File: src/rtl/mem_port_arbiter_pkg.sv
// Shared encodings for the RAM data-port arbiter: access sizes, one-hot
// RAM size selects and the access FSM states.
package mem_arb_pkg;

    typedef enum logic [1:0] {
        SZ_BYTE = 2'd0,
        SZ_HALF = 2'd1,
        SZ_WORD = 2'd2,
        SZ_BAD  = 2'd3
    } size_e;

    localparam logic [3:0] SEL_IDLE = 4'b0000;
    localparam logic [3:0] SEL_WORD = 4'b0001;
    localparam logic [3:0] SEL_HALF = 4'b0010;
    localparam logic [3:0] SEL_BYTE = 4'b0100;

    typedef enum logic [1:0] {
        ST_IDLE   = 2'd0,
        ST_ACCESS = 2'd1,
        ST_RESP   = 2'd2
    } state_e;

    function automatic logic [3:0] size_to_sel(input logic [1:0] size);
        logic [3:0] sel;
        sel = SEL_IDLE;
        case (size)
            SZ_BYTE: sel = SEL_BYTE;
            SZ_HALF: sel = SEL_HALF;
            SZ_WORD: sel = SEL_WORD;
            default: sel = SEL_IDLE;
        endcase
        return sel;
    endfunction

endpackage

File: src/rtl/mem_port_arbiter_if.sv
// One requester's view of the shared RAM data port: request fields,
// accept strobe and the registered completion.
interface mem_req_if #(
    parameter int AW = 32
);
    logic          req;
    logic          we;
    logic [1:0]    size;
    logic          is_signed;
    logic [AW-1:0] addr;
    logic [31:0]   wdata;
    logic          gnt;
    logic          resp_valid;
    logic [31:0]   rdata;
    logic          err;

    modport master (
        output req, we, size, is_signed, addr, wdata,
        input  gnt, resp_valid, rdata, err
    );

    modport slave (
        input  req, we, size, is_signed, addr, wdata,
        output gnt, resp_valid, rdata, err
    );
endinterface

File: src/rtl/mem_port_arbiter_load_align.sv
// Extracts the addressed byte/half/word from a RAM word and sign- or
// zero-extends it to 32 bits.
module mem_load_align
    import mem_arb_pkg::*;
(
    input  logic [31:0] word,
    input  logic [1:0]  size,
    input  logic [1:0]  offset,
    input  logic        is_signed,
    output logic [31:0] result
);
    logic [7:0]  byte_field;
    logic [15:0] half_field;

    assign byte_field = word[{offset, 3'b000} +: 8];
    assign half_field = word[{offset[1], 4'b0000} +: 16];

    always_comb begin
        result = '0;
        case (size)
            SZ_BYTE: result = {{24{is_signed & byte_field[7]}}, byte_field};
            SZ_HALF: result = {{16{is_signed & half_field[15]}}, half_field};
            SZ_WORD: result = word;
            default: result = '0;
        endcase
    end
endmodule

File: src/rtl/mem_port_arbiter.sv
// Round-robin arbiter sharing the RAM data port between the load/store unit
// (r0) and the loader/debug master (r1); one access in flight at a time.
module mem_port_arbiter
    import mem_arb_pkg::*;
#(
    parameter int MEM_WORDS = 128,
    parameter int AW        = 32
) (
    input  logic        clk,
    input  logic        rst_n,
    mem_req_if.slave    r0,
    mem_req_if.slave    r1,
    output logic [31:0] mem_addr,
    output logic        mem_w_en,
    output logic [3:0]  mem_sel,
    output logic [1:0]  mem_offset,
    output logic [31:0] mem_wdata,
    input  logic [31:0] mem_rdata
);
    state_e        state_reg, state_next;
    logic          gnt0, gnt1, accept;
    logic          last_grant_reg;

    logic          in_we, in_signed, in_err;
    logic [1:0]    in_size;
    logic [AW-1:0] in_addr;
    logic [31:0]   in_wdata;

    logic          owner_reg, we_reg, signed_reg, err_reg;
    logic [1:0]    size_reg, offset_reg;
    logic [31:0]   ld_word_reg, ld_aligned;

    logic [31:0]   mem_addr_reg, mem_wdata_reg;
    logic          mem_w_en_reg;
    logic [3:0]    mem_sel_reg;
    logic [1:0]    mem_offset_reg;

    logic          resp0_reg, resp1_reg, rerr0_reg, rerr1_reg;
    logic [31:0]   rdata0_reg, rdata1_reg;

    always_ff @(posedge clk) begin
        if (!rst_n) begin
            state_reg <= ST_IDLE;
        end else begin
            state_reg <= state_next;
        end
    end

    // Grants are combinational so a waiting requester is taken on the first
    // IDLE edge; held low during reset so nothing can look accepted.
    always_comb begin
        state_next = state_reg;
        gnt0       = 1'b0;
        gnt1       = 1'b0;
        case (state_reg)
            ST_IDLE: begin
                if (rst_n) begin
                    if (r0.req && r1.req) begin
                        gnt0 = last_grant_reg;
                        gnt1 = ~last_grant_reg;
                    end else begin
                        gnt0 = r0.req;
                        gnt1 = r1.req;
                    end
                end
                if (gnt0 || gnt1) begin
                    state_next = ST_ACCESS;
                end
            end
            ST_ACCESS: state_next = ST_RESP;
            ST_RESP:   state_next = ST_IDLE;
            default:   state_next = ST_IDLE;
        endcase
    end

    assign accept    = gnt0 | gnt1;
    assign in_we     = gnt1 ? r1.we        : r0.we;
    assign in_size   = gnt1 ? r1.size      : r0.size;
    assign in_signed = gnt1 ? r1.is_signed : r0.is_signed;
    assign in_addr   = gnt1 ? r1.addr      : r0.addr;
    assign in_wdata  = gnt1 ? r1.wdata     : r0.wdata;

    always_comb begin
        in_err = 1'b0;
        case (in_size)
            SZ_HALF: in_err = in_addr[0];
            SZ_WORD: in_err = (in_addr[1:0] != 2'b00);
            SZ_BAD:  in_err = 1'b1;
            default: in_err = 1'b0;
        endcase
        if (in_addr[AW-1:2] >= (AW-2)'(MEM_WORDS)) begin
            in_err = 1'b1;
        end
    end

    mem_load_align u_align (
        .word      (ld_word_reg),
        .size      (size_reg),
        .offset    (offset_reg),
        .is_signed (signed_reg),
        .result    (ld_aligned)
    );

    // The RAM-facing bus is loaded at the accept edge so it is valid for
    // exactly the ACCESS cycle, then returns to idle.
    always_ff @(posedge clk) begin
        if (!rst_n) begin
            last_grant_reg <= 1'b1;
            owner_reg      <= 1'b0;
            we_reg         <= 1'b0;
            signed_reg     <= 1'b0;
            err_reg        <= 1'b0;
            size_reg       <= 2'd0;
            offset_reg     <= 2'd0;
            ld_word_reg    <= '0;
            mem_addr_reg   <= '0;
            mem_wdata_reg  <= '0;
            mem_w_en_reg   <= 1'b0;
            mem_sel_reg    <= SEL_IDLE;
            mem_offset_reg <= 2'd0;
            resp0_reg      <= 1'b0;
            resp1_reg      <= 1'b0;
            rerr0_reg      <= 1'b0;
            rerr1_reg      <= 1'b0;
            rdata0_reg     <= '0;
            rdata1_reg     <= '0;
        end else begin
            mem_addr_reg   <= '0;
            mem_wdata_reg  <= '0;
            mem_w_en_reg   <= 1'b0;
            mem_sel_reg    <= SEL_IDLE;
            mem_offset_reg <= 2'd0;
            resp0_reg      <= 1'b0;
            resp1_reg      <= 1'b0;
            rerr0_reg      <= 1'b0;
            rerr1_reg      <= 1'b0;
            rdata0_reg     <= '0;
            rdata1_reg     <= '0;

            if (accept) begin
                last_grant_reg <= gnt1;
                owner_reg      <= gnt1;
                we_reg         <= in_we;
                signed_reg     <= in_signed;
                err_reg        <= in_err;
                size_reg       <= in_size;
                offset_reg     <= in_addr[1:0];
                mem_addr_reg   <= 32'(in_addr[AW-1:2]);
                mem_offset_reg <= in_addr[1:0];
                mem_sel_reg    <= in_err ? SEL_IDLE : size_to_sel(in_size);
                mem_w_en_reg   <= in_we & ~in_err;
                mem_wdata_reg  <= (in_we && !in_err) ? in_wdata : '0;
            end

            if (state_reg == ST_ACCESS) begin
                ld_word_reg <= mem_rdata;
            end

            if (state_reg == ST_RESP) begin
                if (owner_reg) begin
                    resp1_reg  <= 1'b1;
                    rerr1_reg  <= err_reg;
                    rdata1_reg <= (!we_reg && !err_reg) ? ld_aligned : '0;
                end else begin
                    resp0_reg  <= 1'b1;
                    rerr0_reg  <= err_reg;
                    rdata0_reg <= (!we_reg && !err_reg) ? ld_aligned : '0;
                end
            end
        end
    end

    assign r0.gnt        = gnt0;
    assign r1.gnt        = gnt1;
    assign r0.resp_valid = resp0_reg;
    assign r1.resp_valid = resp1_reg;
    assign r0.rdata      = rdata0_reg;
    assign r1.rdata      = rdata1_reg;
    assign r0.err        = rerr0_reg;
    assign r1.err        = rerr1_reg;

    // Write enable is masked by reset so a reset landing in the ACCESS cycle
    // kills the pending RAM write at the next edge.
    assign mem_addr   = mem_addr_reg;
    assign mem_w_en   = mem_w_en_reg & rst_n;
    assign mem_sel    = mem_sel_reg;
    assign mem_offset = mem_offset_reg;
    assign mem_wdata  = mem_wdata_reg;
endmodule

File: src/flat_wrapper.sv
// flat-port wrapper written by rule: the top's interface ports become plain ports
module mem_port_arbiter_flat import mem_arb_pkg::*;
#(
    parameter int MEM_WORDS = 128,
    parameter int AW        = 32
)
  (clk, rst_n, mem_addr, mem_w_en, mem_sel, mem_offset, mem_wdata, mem_rdata, r0_req, r0_we, r0_size, r0_is_signed, r0_addr, r0_wdata, r0_gnt, r0_resp_valid, r0_rdata, r0_err, r1_req, r1_we, r1_size, r1_is_signed, r1_addr, r1_wdata, r1_gnt, r1_resp_valid, r1_rdata, r1_err);
  mem_req_if #(.AW(AW)) r0_i ();
  mem_req_if #(.AW(AW)) r1_i ();
  input  logic clk;
  input  logic rst_n;
  output logic [31:0] mem_addr;
  output logic mem_w_en;
  output logic [3:0] mem_sel;
  output logic [1:0] mem_offset;
  output logic [31:0] mem_wdata;
  input  logic [31:0] mem_rdata;
  input wire logic [$bits(r0_i.req)-1:0] r0_req;
  input wire logic [$bits(r0_i.we)-1:0] r0_we;
  input wire logic [$bits(r0_i.size)-1:0] r0_size;
  input wire logic [$bits(r0_i.is_signed)-1:0] r0_is_signed;
  input wire logic [$bits(r0_i.addr)-1:0] r0_addr;
  input wire logic [$bits(r0_i.wdata)-1:0] r0_wdata;
  output wire logic [$bits(r0_i.gnt)-1:0] r0_gnt;
  output wire logic [$bits(r0_i.resp_valid)-1:0] r0_resp_valid;
  output wire logic [$bits(r0_i.rdata)-1:0] r0_rdata;
  output wire logic [$bits(r0_i.err)-1:0] r0_err;
  input wire logic [$bits(r1_i.req)-1:0] r1_req;
  input wire logic [$bits(r1_i.we)-1:0] r1_we;
  input wire logic [$bits(r1_i.size)-1:0] r1_size;
  input wire logic [$bits(r1_i.is_signed)-1:0] r1_is_signed;
  input wire logic [$bits(r1_i.addr)-1:0] r1_addr;
  input wire logic [$bits(r1_i.wdata)-1:0] r1_wdata;
  output wire logic [$bits(r1_i.gnt)-1:0] r1_gnt;
  output wire logic [$bits(r1_i.resp_valid)-1:0] r1_resp_valid;
  output wire logic [$bits(r1_i.rdata)-1:0] r1_rdata;
  output wire logic [$bits(r1_i.err)-1:0] r1_err;
  assign r0_i.req = r0_req;
  assign r0_i.we = r0_we;
  assign r0_i.size = r0_size;
  assign r0_i.is_signed = r0_is_signed;
  assign r0_i.addr = r0_addr;
  assign r0_i.wdata = r0_wdata;
  assign r0_gnt = r0_i.gnt;
  assign r0_resp_valid = r0_i.resp_valid;
  assign r0_rdata = r0_i.rdata;
  assign r0_err = r0_i.err;
  assign r1_i.req = r1_req;
  assign r1_i.we = r1_we;
  assign r1_i.size = r1_size;
  assign r1_i.is_signed = r1_is_signed;
  assign r1_i.addr = r1_addr;
  assign r1_i.wdata = r1_wdata;
  assign r1_gnt = r1_i.gnt;
  assign r1_resp_valid = r1_i.resp_valid;
  assign r1_rdata = r1_i.rdata;
  assign r1_err = r1_i.err;
  mem_port_arbiter #(.MEM_WORDS(MEM_WORDS), .AW(AW)) u_core (.clk(clk), .rst_n(rst_n), .r0(r0_i), .r1(r1_i), .mem_addr(mem_addr), .mem_w_en(mem_w_en), .mem_sel(mem_sel), .mem_offset(mem_offset), .mem_wdata(mem_wdata), .mem_rdata(mem_rdata));
endmodule
File: config.mk
export PLATFORM = sky130hd
export DESIGN_NAME = mem_port_arbiter_flat
export DESIGN_NICKNAME = d
export VERILOG_FILES = /design/src/rtl/mem_port_arbiter_pkg.sv /design/src/rtl/mem_port_arbiter_if.sv /design/src/rtl/mem_port_arbiter_load_align.sv /design/src/rtl/mem_port_arbiter.sv /design/src/flat_wrapper.sv
export SDC_FILE = /design/constraint.sdc
export NUM_CORES = 1
export LEC_CHECK = 0
export ABC_CLOCK_PERIOD_IN_PS = 2300
export CAP_MARGIN = 30
export CORE_MARGIN = 5
export CORE_UTILIZATION = 41
export DETAILED_ROUTE_END_ITERATION = 16
export PLACE_DENSITY = 0.86
export SLEW_MARGIN = 30
export SYNTH_ARGS = -nofsm -noshare
export SYNTH_HDL_FRONTEND = slang
export SYNTH_SLANG_ARGS = --single-unit
File: constraint.sdc
create_clock -name clk -period 2.3 [get_ports clk]
set_input_delay 0.23 -clock clk [delete_from_list [all_inputs] [get_ports clk]]
set_output_delay 0.23 -clock clk [all_outputs]
set_load 0.02 [all_outputs]
# Yosys cells after proc, flatten, opt, wreduce, memory -nomap -nowiden
# Cells that the tools add are included.
[classes]
eq_ne = 8
add_sub_neg = 0
n_mux = 22
div = 0
multipliers = 0
order_cmp = 1
n_reduce_logical = 17
shifts = 2
bitwise = 10
[op_table]
columns = ["cell", "n"]
rows = [
  ["$mux W32", 3],
  ["$pmux W32 S3", 1],
  ["$shiftx A32 B6 Y16", 1],
  ["$shiftx A32 B6 Y8", 1],
  ["$ge A30 B8 Y1 const B", 1],
  ["$mux W1", 13],
  ["$pmux W3 S3", 1],
  ["$eq A2 B2 Y1 const B", 4],
  ["$eq A2 B1 Y1 const B", 3],
  ["$logic_not A2 Y1", 3],
  ["$reduce_and A3 Y1", 2],
  ["$reduce_or A3 Y1", 2],
  ["$not A1 Y1", 5],
  ["$and A1 B1 Y1", 4],
  ["$mux W2", 2],
  ["$pmux W2 S2", 1],
  ["$reduce_and A2 Y1", 2],
  ["$logic_and A1 B1 Y1", 3],
  ["$logic_not A1 Y1", 3],
  ["$pmux W1 S3", 1],
  ["$ne A2 B1 Y1 const B", 1],
  ["$reduce_bool A2 Y1", 1],
  ["$logic_or A1 B1 Y1", 1],
  ["$or A1 B1 Y1", 1],
]
[totals]
ramBits = 0
mem_count = 0
latchBits = 0
rom_bits = 0
inputBits = 172
ff_bits = 182
wordCells = 81

# Longest topological paths before layout
# Gate-level depths: netlist of the first run.
[logic_depth]
word_depth = 12
depth_mapped = 7
depth_no_buf = 5

# Hierarchy
# From an unflattened synthesis of the first run, not the netlist that was laid out.
[unflattened]
hier_cells = 716
hier_area_um2 = 6857.8
[by_module_without_submodules]
columns = ["mod", "n_inst", "cells_each", "area_per_inst_um2", "seq_area_each_um2"]
rows = [
  ["mem_port_arbiter", 1, 599, 6100.9, 3583.4],
  ["mem_load_align", 1, 117, 757.0, 0.0],
]

# Least setup slack after synthesis of the first run
# Ideal clock, no wire load.
[synth_path]
kind = "reg-to-reg"
from = "register u_core.offset_reg[1]"
to = "register u_core.rdata0_reg[16] (netlist: u_core.r0.rdata[16])"
setup_ps = 133
arrival_time_ps = 1731
setup_slack_ps = 436
synth_period_minus_slack_ps = 1864
required_ps = 2167
n_path_buf = 2
path_stages_with_launch = 7
cell_sequence = "dfxtp_1 clkbuf_1 mux4_2 or2_2 nand4_1 clkbuf_1 a21oi_1"
[synth_via]
elab_chain_len = 4
[synth_rtl]
columns = ["item", "line", "text"]
rows = [
  ["start: declaration", "mem_port_arbiter.sv:30", "logic [1:0] size_reg, offset_reg;"],
  ["start signal: assignment", "mem_port_arbiter.sv:147", "offset_reg <= in_addr[1:0];"],
  ["$shiftx A32 B6 Y16 / $shiftx A32 B6 Y8 (equally long branches)", "mem_port_arbiter_load_align.sv:16, mem_port_arbiter_load_align.sv:15", ""],
  ["$and A1 B1 Y1 (on tied branches)", "mem_port_arbiter_load_align.sv:22, mem_port_arbiter_load_align.sv:21", ""],
  ["$pmux W32 S3 (*)", "mem_port_arbiter_load_align.sv:20", "case (size)"],
  ["$mux W32 (*)", "n/a", ""],
  ["end signal: assignment", "mem_port_arbiter.sv:167", "rdata0_reg <= (!we_reg && !err_reg) ? ld_aligned : '0;"],
  ["end: declaration", "mem_port_arbiter.sv:39", "logic [31:0] rdata0_reg, rdata1_reg;"],
]
# Mark *: on every way between the ends. The rest lies on a longest branch, timed or not.
# A chain may end at the register's enable or synchronous reset.

# Final worst setup path of the first run
[layout_path]
from = "register u_core.state_reg[0]"
to = "output port r0_gnt"
[layout_via]
elab_chain_len = 2
[layout_rtl]
columns = ["item", "line", "text"]
rows = [
  ["start: declaration", "mem_port_arbiter.sv:20", "state_e state_reg, state_next;"],
  ["start signal: assignment", "mem_port_arbiter.sv:45", "state_reg <= state_next;"],
  ["$logic_not A2 Y1", "mem_port_arbiter.sv:55", "case (state_reg)"],
  ["$mux W1", "mem_port_arbiter.sv:55", ""],
  ["end: declaration", "flat_wrapper.sv:24", "output wire logic [$bits(r0_i.gnt)-1:0] r0_gnt;"],
]
# No other way between the ends.

==> run_results.csv, run 1 <==
group,metric,value,unit
run_status,outcome,"complete, no violations",
cts,numCtsBuffers,17,
route,drc_errors,0,
timing,report.final.setup_viol,0,
setup_path,crit_required,2.07,ns
power,p_per_area,667,nW/µm²
final_layout,multi_input_area,2750,µm²
power,switching_share,25.9,%
flow_run,drv_cap,0,
global_route,grt_pass1_wl,35.7,mm
synthesis,syn_area,6580,µm²
floorplan,row_count,46,
cts,cts_hold_buf,0,
placed_design,place_congestion,0.899,
hold_path,worstHoldEndpoint,"u_core.ld_word_reg[19]$_SDFFE_PN0N_",
synthesis,synth_ff_type,"dfxtp_1",
power,leakagePower,3.79,nW
global_route,grt_overflow,0,
synthesis,ys_seq_area_share,54.5,%
floorplan,dieArea,18700,µm²
timing,slew_viol_final,0,
global_route,gr-usage-all-layers,25.3,%
placed_design,port_buffers,309,
timing,worstMarginPinSlew,0.925,ns
floorplan,initial_core_util,41.6,%
power,internal-power,5.25,mW
synthesis,yosysWarnings,0,
synthesis,synth_cell_types,50,
power,p_comb_share,13.8,%
route,viasPerCell,5.23,
global_route,grt_max_degree,44,
placed_design,dp_cells,1174,
setup_path,cp_max_fo,5,
final_layout,fin_nets,1152,
route,drtAntennaViolNets,0,
setup_path,worstPathArrival,1.95,ns
synthesis,synth_cells,672,
synthesis,postSynthAreaPerCell,9.79,µm²
setup_path,path_cells,"nor3b_4 > nand3_1 > clkinv_1 > clkdlybuf4s50_1",
power,p_seq_share,46.1,%
setup_path,path_buf_inv,2,
timing,fmax,460,MHz
final_layout,area_growth_syn_to_layout,61.5,%
cts,clock_latency,0.43,ns
cts,root_buffer,"clkbuf_16",
hold_path,min_path_type,"input port to flop",
final_layout,fin_cells,1214,
route,vias,6345,
timing,hold_viol_final,0,
cts,htreeDepth,4,
floorplan,die_w,137,µm
hold_path,hold_path_depth,3,
setup_path,rr_endpoint,"u_core.mem_wdata[4]$_SDFF_PN0_",
setup_path,slowest_delay,0.65,ns
timing,final.min_clock_period,2.18,ns
final_layout,drive_above_1_share,11.6,%
timing,rsz0062_at_grt,"false",
route,dr.pass1.iters,5,
setup_path,r2r_cells,6,
final_layout,nFillCells,1222,
cts,cts_tree,"yes",
setup_path,crit_slowest_cell,"clkdlybuf4s50_1",
setup_path,cp-start-kind,"flop",
timing,relSlewSlack,37.5,%
placed_design,place_hpwl,18.3,mm
setup_path,rr_startpoint,"u_core.state_reg[0]$_SDFFE_PN0P_",
setup_path,path_delay_family,"buffers and inverters",
cts,clk_path_buf_depth,2,
cts,clk_pin_slew,0.07,ns
timing,finalSetupTns,0,ns
synthesis,async_reset_ff_share,0,%
cts,clock-sinks,179,
setup_path,ff2ff_setup_slack,0.23,ns
global_route,antenna_found_initial,5,
floorplan,fp.dieH,137,µm
final_layout,layout.area.seq,3580,µm²
timing,fin_worst_skew,0.00678,ns
floorplan,io_pins,313,
synthesis,synth-seq-cells,179,
route,first_iter_violations,419,
hold_path,hold_start,"mem_rdata[19]",
setup_path,cp-end-kind,"output pin",
synthesis,synth_edf_count,0,
setup_path,criticalPathCategory,"flop to output pin",
power,clockPowerShare,40.0,%
route,post_drt_wl_per_cell,19.7,µm
power,ir_drop,0.000481,V
timing,fin_crit_sh,94.6,%
global_route,grt_pass1_vias,6503,
floorplan,core_area,15800,µm²
route,drt-total-wl,24.0,mm
power,p_sw,1.84,mW
## layout make-up
class / count / area share, %
Antenna cell: 5 / 0.118
Clock buffer: 18 / 4.04
Clock inverter: 14 / 1.35
Inverter: 6 / 0.212
Multi-Input combinational cell: 433 / 25.9
Sequential cell: 179 / 33.7
Tap cell: 216 / 2.54
Timing Repair Buffer: 343 / 32.1
## repair_timing
action                     CTS  global route
resized for setup            1             0
setup endpoints to repair    1             1
pin swaps                    0             1
cloned                       0             0
setup buffers                0             3
## power groups by stage
stage / Clock (mW) / Sequential [mW] / Combinational [mW]
5_1_grt: 3.02 / 3.28 / 1.05
4_1_cts: 2.87 / 3.27 / 0.972
6_report: 2.83 / 3.27 / 0.980
3_5_place_dp: 0 / 3.34 / 0.963
3_3_place_gp: 0 / 3.33 / 0.956
2_1_floorplan: 0 / 3.36 / 0.374
## cells in the mapped netlist (3+ instances only)
master | n | area (µm²)
mux2i_1 | 7 | 70.1
clkbuf_1 | 39 | 146
nor2b_1 | 3 | 18.8
nand4_1 | 3 | 18.8
and2_1 | 11 | 68.8
a2111oi_2 | 24 | 360
o21ai_0 | 4 | 20.0
inv_1 | 3 | 11.3
a221oi_1 | 7 | 61.3
buf_4 | 3 | 22.5
buf_1 | 5 | 18.8
a22o_1 | 31 | 272
buf_2 | 4 | 20.0
nand2_1 | 154 | 578
nand2b_1 | 3 | 18.8
a32oi_1 | 7 | 61.3
nor3_1 | 6 | 30.0
nand3b_1 | 4 | 30.0
nor4_1 | 10 | 62.6
buf_6 | 3 | 33.8
a211oi_1 | 5 | 37.5
nor2_1 | 36 | 135
nand3_1 | 5 | 25.0
a2111oi_0 | 7 | 61.3
a21boi_0 | 33 | 248
a21oi_1 | 35 | 175
mux2_2 | 15 | 169
dfxtp_1 | 179 | 3580
## metrics by stage
step / utilization (%) / hold WS, ns / cell area [µm²] / worst slack, ns / power, mW
after floorplan: - / 0.356 / 6590 / 0.436 / 3.73
after global placement: 63.2 / 0.452 / 10000 / -0.0404 / 4.29
after detailed placement: 63.3 / 0.459 / 10000 / -0.146 / 4.30
after CTS: 66.9 / 0.348 / 10600 / 0.0432 / 7.11
after global routing: 67.1 / 0.355 / 10600 / 0.0175 / 7.35
final: 67.1 / 0.357 / 10600 / 0.124 / 7.08
## cells by family after synthesis
| kind of cell | count (synthesis) | share of synthesized area (%) |
|---|---|---|
| flip-flops | 179 | 54.5 |
| other | 1 | 0.0570 |
| AO/OA/AOI/OAI | 165 | 21.4 |
| multiplexers | 23 | 3.97 |
| buffers and inverters | 62 | 4.17 |
| AND/OR/NAND/NOR | 242 | 15.9 |
## worst register-to-register path: stages, from the launching register on
cell and delay, ns:
dfxtp_1 0.37, nor3b_4 0.29, buf_4 0.17, o2111ai_1 0.11
o32a_2 0.42, buf_12 0.19, a2111oi_0 0.41
## how the worst max path moves through the flow
stage,depth (start not counted),endpoint,start
CTS,4,r0_gnt,u_core.state_reg[1]$_SDFFE_PN0P_
floorplan,6,u_core.r0.rdata[16]$_SDFF_PP0_,u_core.offset_reg[1]$_SDFFE_PN0N_
detailed placement,7,u_core.mem_wdata[2]$_SDFF_PN0_,r0_addr[24]
global placement,6,u_core.mem_wdata[1]$_SDFF_PN0_,rst_n
global route,4,r0_gnt,u_core.state_reg[0]$_SDFFE_PN0P_
finish,4,r0_gnt,u_core.state_reg[0]$_SDFFE_PN0P_
## metal layers
layer  part of all wire, %  routed length (µm)  global-route usage (%)  vias to the layer above
li1                      -                   -                       -                     2991
met1                    35                8280                    26.7                     2978
met2                    52               12500                    45.7                      326
met3                   9.6                2300                    8.35                       50
met4                   3.8                 915                    11.3                        0
met5                     0                   0                       0                        -
## placed cells by master, fill, tap and decap left out, types with 7 or more instances in the layout
cell type | netlist | layout
nor2_1 | 36 | 36
a2111oi_2 | 24 | 24
a221oi_1 | 7 | 7
buf_4 | 3 | 29
inv_6 | 0 | 7
a21boi_0 | 33 | 33
clkdlybuf4s50_1 | 0 | 308
and2_1 | 11 | 11
mux2_2 | 15 | 15
a21oi_1 | 35 | 35
a2111oi_0 | 7 | 7
a32oi_1 | 7 | 7
nor4_1 | 10 | 10
a22o_1 | 31 | 31
clkbuf_16 | 0 | 17
nand2_1 | 154 | 154
dfxtp_1 | 179 | 179
No activity file was read; power rests on OpenSTA's default activity.
==> run 2, diff against run 1 <==
CAP_MARGIN = 5   (was 30)
CELL_PAD_IN_SITES_DETAIL_PLACEMENT = 0   (was default)
CELL_PAD_IN_SITES_GLOBAL_PLACEMENT = 1   (was default)
CORE_UTILIZATION = 30   (was 41)
CTS_CLUSTER_SIZE = 12   (was default)
PLACE_DENSITY = 0.87   (was 0.86)
==> run_results.csv, run 2 (synthesized netlist as in run 1, its figures left out) <==
group,metric,value,unit
run_status,outcome,"complete, no violations",
timing,rsz0062_at_grt,"false",
timing,report.final.setup_viol,0,
timing,worstMarginPinSlew,0.867,ns
timing,setup_ws,0.245,ns
final_layout,nFillCells,2006,
placed_design,place_hpwl,18.8,mm
cts,clock-sinks,179,
power,clockPowerShare,42.2,%
floorplan,fp.dieH,158,µm
setup_path,criticalPathCategory,"flop to output pin",
floorplan,core_area,21700,µm²
timing,final.min_clock_period,2.05,ns
cts,clk_path_buf_depth,2,
timing,fmax,487,MHz
power,switching_share,26.6,%
final_layout,fin_cells,1274,
route,drt-total-wl,24.4,mm
power,internal-power,5.39,mW
cts,clk_pin_slew,0.07,ns
cts,htreeDepth,4,
floorplan,initial_core_util,30.3,%
global_route,grt_overflow,0,
placed_design,dp_cells,1242,
power,p_seq_share,44.3,%
setup_path,path_cells,"nor3b_4 > buf_4 > nand3_1 > clkinv_1 > dlygate4sd2_1",
setup_path,crit_slowest_cell,"dfxtp_1",
final_layout,fin_nets,1153,
hold_path,worstHoldEndpoint,"u_core.ld_word_reg[24]$_SDFFE_PN0N_",
setup_path,cp-end-kind,"output pin",
setup_path,ff2ff_setup_slack,0.32,ns
power,p_per_area,681,nW/µm²
setup_path,slowest_delay,0.36,ns
timing,slew_viol_final,0,
placed_design,placed_area,10200,µm²
final_layout,diodes,0,
hold_path,min_path_type,"input port to flop",
power,ir_drop,0.000492,V
timing,fin_crit_sh,89.3,%
route,viasPerCell,4.79,
floorplan,die_w,158,µm
floorplan,row_count,54,
cts,cts_tree,"yes",
setup_path,rr_endpoint,"u_core.mem_wdata[4]$_SDFF_PN0_",
power,p_sw,1.96,mW
hold_path,hold_start,"mem_rdata[24]",
timing,fin_worst_skew,0.0148,ns
setup_path,path_delay_family,"buffers and inverters",
setup_path,worstPathArrival,1.82,ns
cts,root_buffer,"clkbuf_16",
floorplan,io_pins,313,
route,first_iter_violations,255,
route,drc_errors,0,
power,leakagePower,3.85,nW
floorplan,dieArea,25000,µm²
global_route,grt_pass1_wl,36.1,mm
power,finalPower,7.35,mW
route,dr.pass1.iters,5,
final_layout,area_growth_syn_to_layout,64.1,%
cts,numCtsBuffers,17,
setup_path,path_buf_inv,3,
cts,cts_hold_buf,0,
global_route,gr-usage-all-layers,19.1,%
setup_path,r2r_cells,5,
setup_path,crit_required,2.07,ns
setup_path,cp_max_fo,4,
flow_run,drv_cap,0,
cts,postCtsSetupRepairBufs,0,
power,p_comb_share,13.4,%
cts,clock_latency,0.44,ns
route,vias,6102,
timing,hold_viol_final,0,
placed_design,port_buffers,309,
setup_path,cp-start-kind,"flop",
placed_design,place_congestion,0.867,
placed_design,dp_slack,-0.0828,ns
final_layout,layout_common_cells,"307 x clkdlybuf4s50_1, 179 x dfxtp_1, 154 x nand2_1",
final_layout,fin_area,10800,µm²
hold_path,hold_path_depth,3,
setup_path,rr_startpoint,"u_core.state_reg[1]$_SDFFE_PN0P_",
final_layout,final_common_cell,"clkdlybuf4s50_1",
route,drtAntennaViolNets,0,
global_route,antenna_found_initial,1,
route,post_drt_wl_per_cell,19.1,µm
global_route,grt_pass1_vias,6126,
timing,relSlewSlack,41.4,%
final_layout,drive_above_1_share,11.8,%
global_route,grt_max_degree,67,
-- run 2: cell count changes in the layout (fill, tap and decap cells not counted), sizes merged --
| cell | delta |
|---|---|
| clkbuf | -1 |
| diode | -5 |
| clkinv | +2 |
| bufinv | +1 |
| clkdlybuf4s50 | -1 |
| dlygate4sd2 | +1 |
| buf | +1 |
| inv | -2 |
-- run 2: what timing repair did --
item / CTS / global route
resized for setup: 2 / 0
endpoints found under the setup margin: 2 / 0
endpoints found under the hold margin: 0 / 0
-- run 2: metrics by stage --
step                      utilization [%]  hold slack (ns)  TNS, ns
after global routing                 49.8            0.349        0
final                                49.8            0.352        0
after CTS                            49.8            0.334        0
after detailed placement             46.9            0.465   -0.971
after global placement               46.8            0.457    -1.37
after floorplan                         -            0.356        0
-- run 2: layout make-up --
class	instances	area (µm²)	share of cell area, %
Clock buffer	17	425	3.94
Sequential cell	179	3580	33.2
Multi-Input combinational cell	433	2750	25.5
Clock inverter	15	213	1.97
Timing Repair Buffer	344	3450	32.0
Inverter	6	22.5	0.209
Tap cell	280	350	3.24
-- run 2: power groups by stage --
stage | Sequential [mW] | Clock, mW | Combinational (mW)
5_1_grt | 3.27 | 3.31 | 1.06
4_1_cts | 3.26 | 3.17 | 0.997
3_3_place_gp | 3.33 | 0 | 0.991
3_5_place_dp | 3.33 | 0 | 0.993
6_report | 3.26 | 3.11 | 0.987
2_1_floorplan | 3.36 | 0 | 0.374
-- run 2: worst register-to-register path, delay by kind of cell (launching register included) --
family	cells	cell delay (ns)
buf+inv	1	0.19
flops	1	0.36
simple gates	1	0.34
compound gates	3	0.97
-- run 2: worst max path at each step --
stage                                            startpoint                             end  depth (start not counted)  slack [ns]
after floorplan           u_core.offset_reg[1]$_SDFFE_PN0N_  u_core.r0.rdata[16]$_SDFF_PP0_                          6        0.44
after global placement                          r0_addr[24]  u_core.mem_wdata[1]$_SDFF_PN0_                          7       -0.07
after detailed placement                              rst_n  u_core.mem_wdata[6]$_SDFF_PN0_                          6       -0.08
after CTS                  u_core.state_reg[1]$_SDFFE_PN0P_                          r0_gnt                          5        0.23
after global routing       u_core.state_reg[1]$_SDFFE_PN0P_  u_core.mem_wdata[6]$_SDFF_PN0_                          5        0.09
final                      u_core.state_reg[1]$_SDFFE_PN0P_                          r0_gnt                          5        0.25
-- run 2: per-layer routing --
layer	GRT usage [%]	share of wire, %
met5	0	0.045
met4	5.97	1.7
met3	6.67	9.5
met2	33.2	50
met1	22.0	38
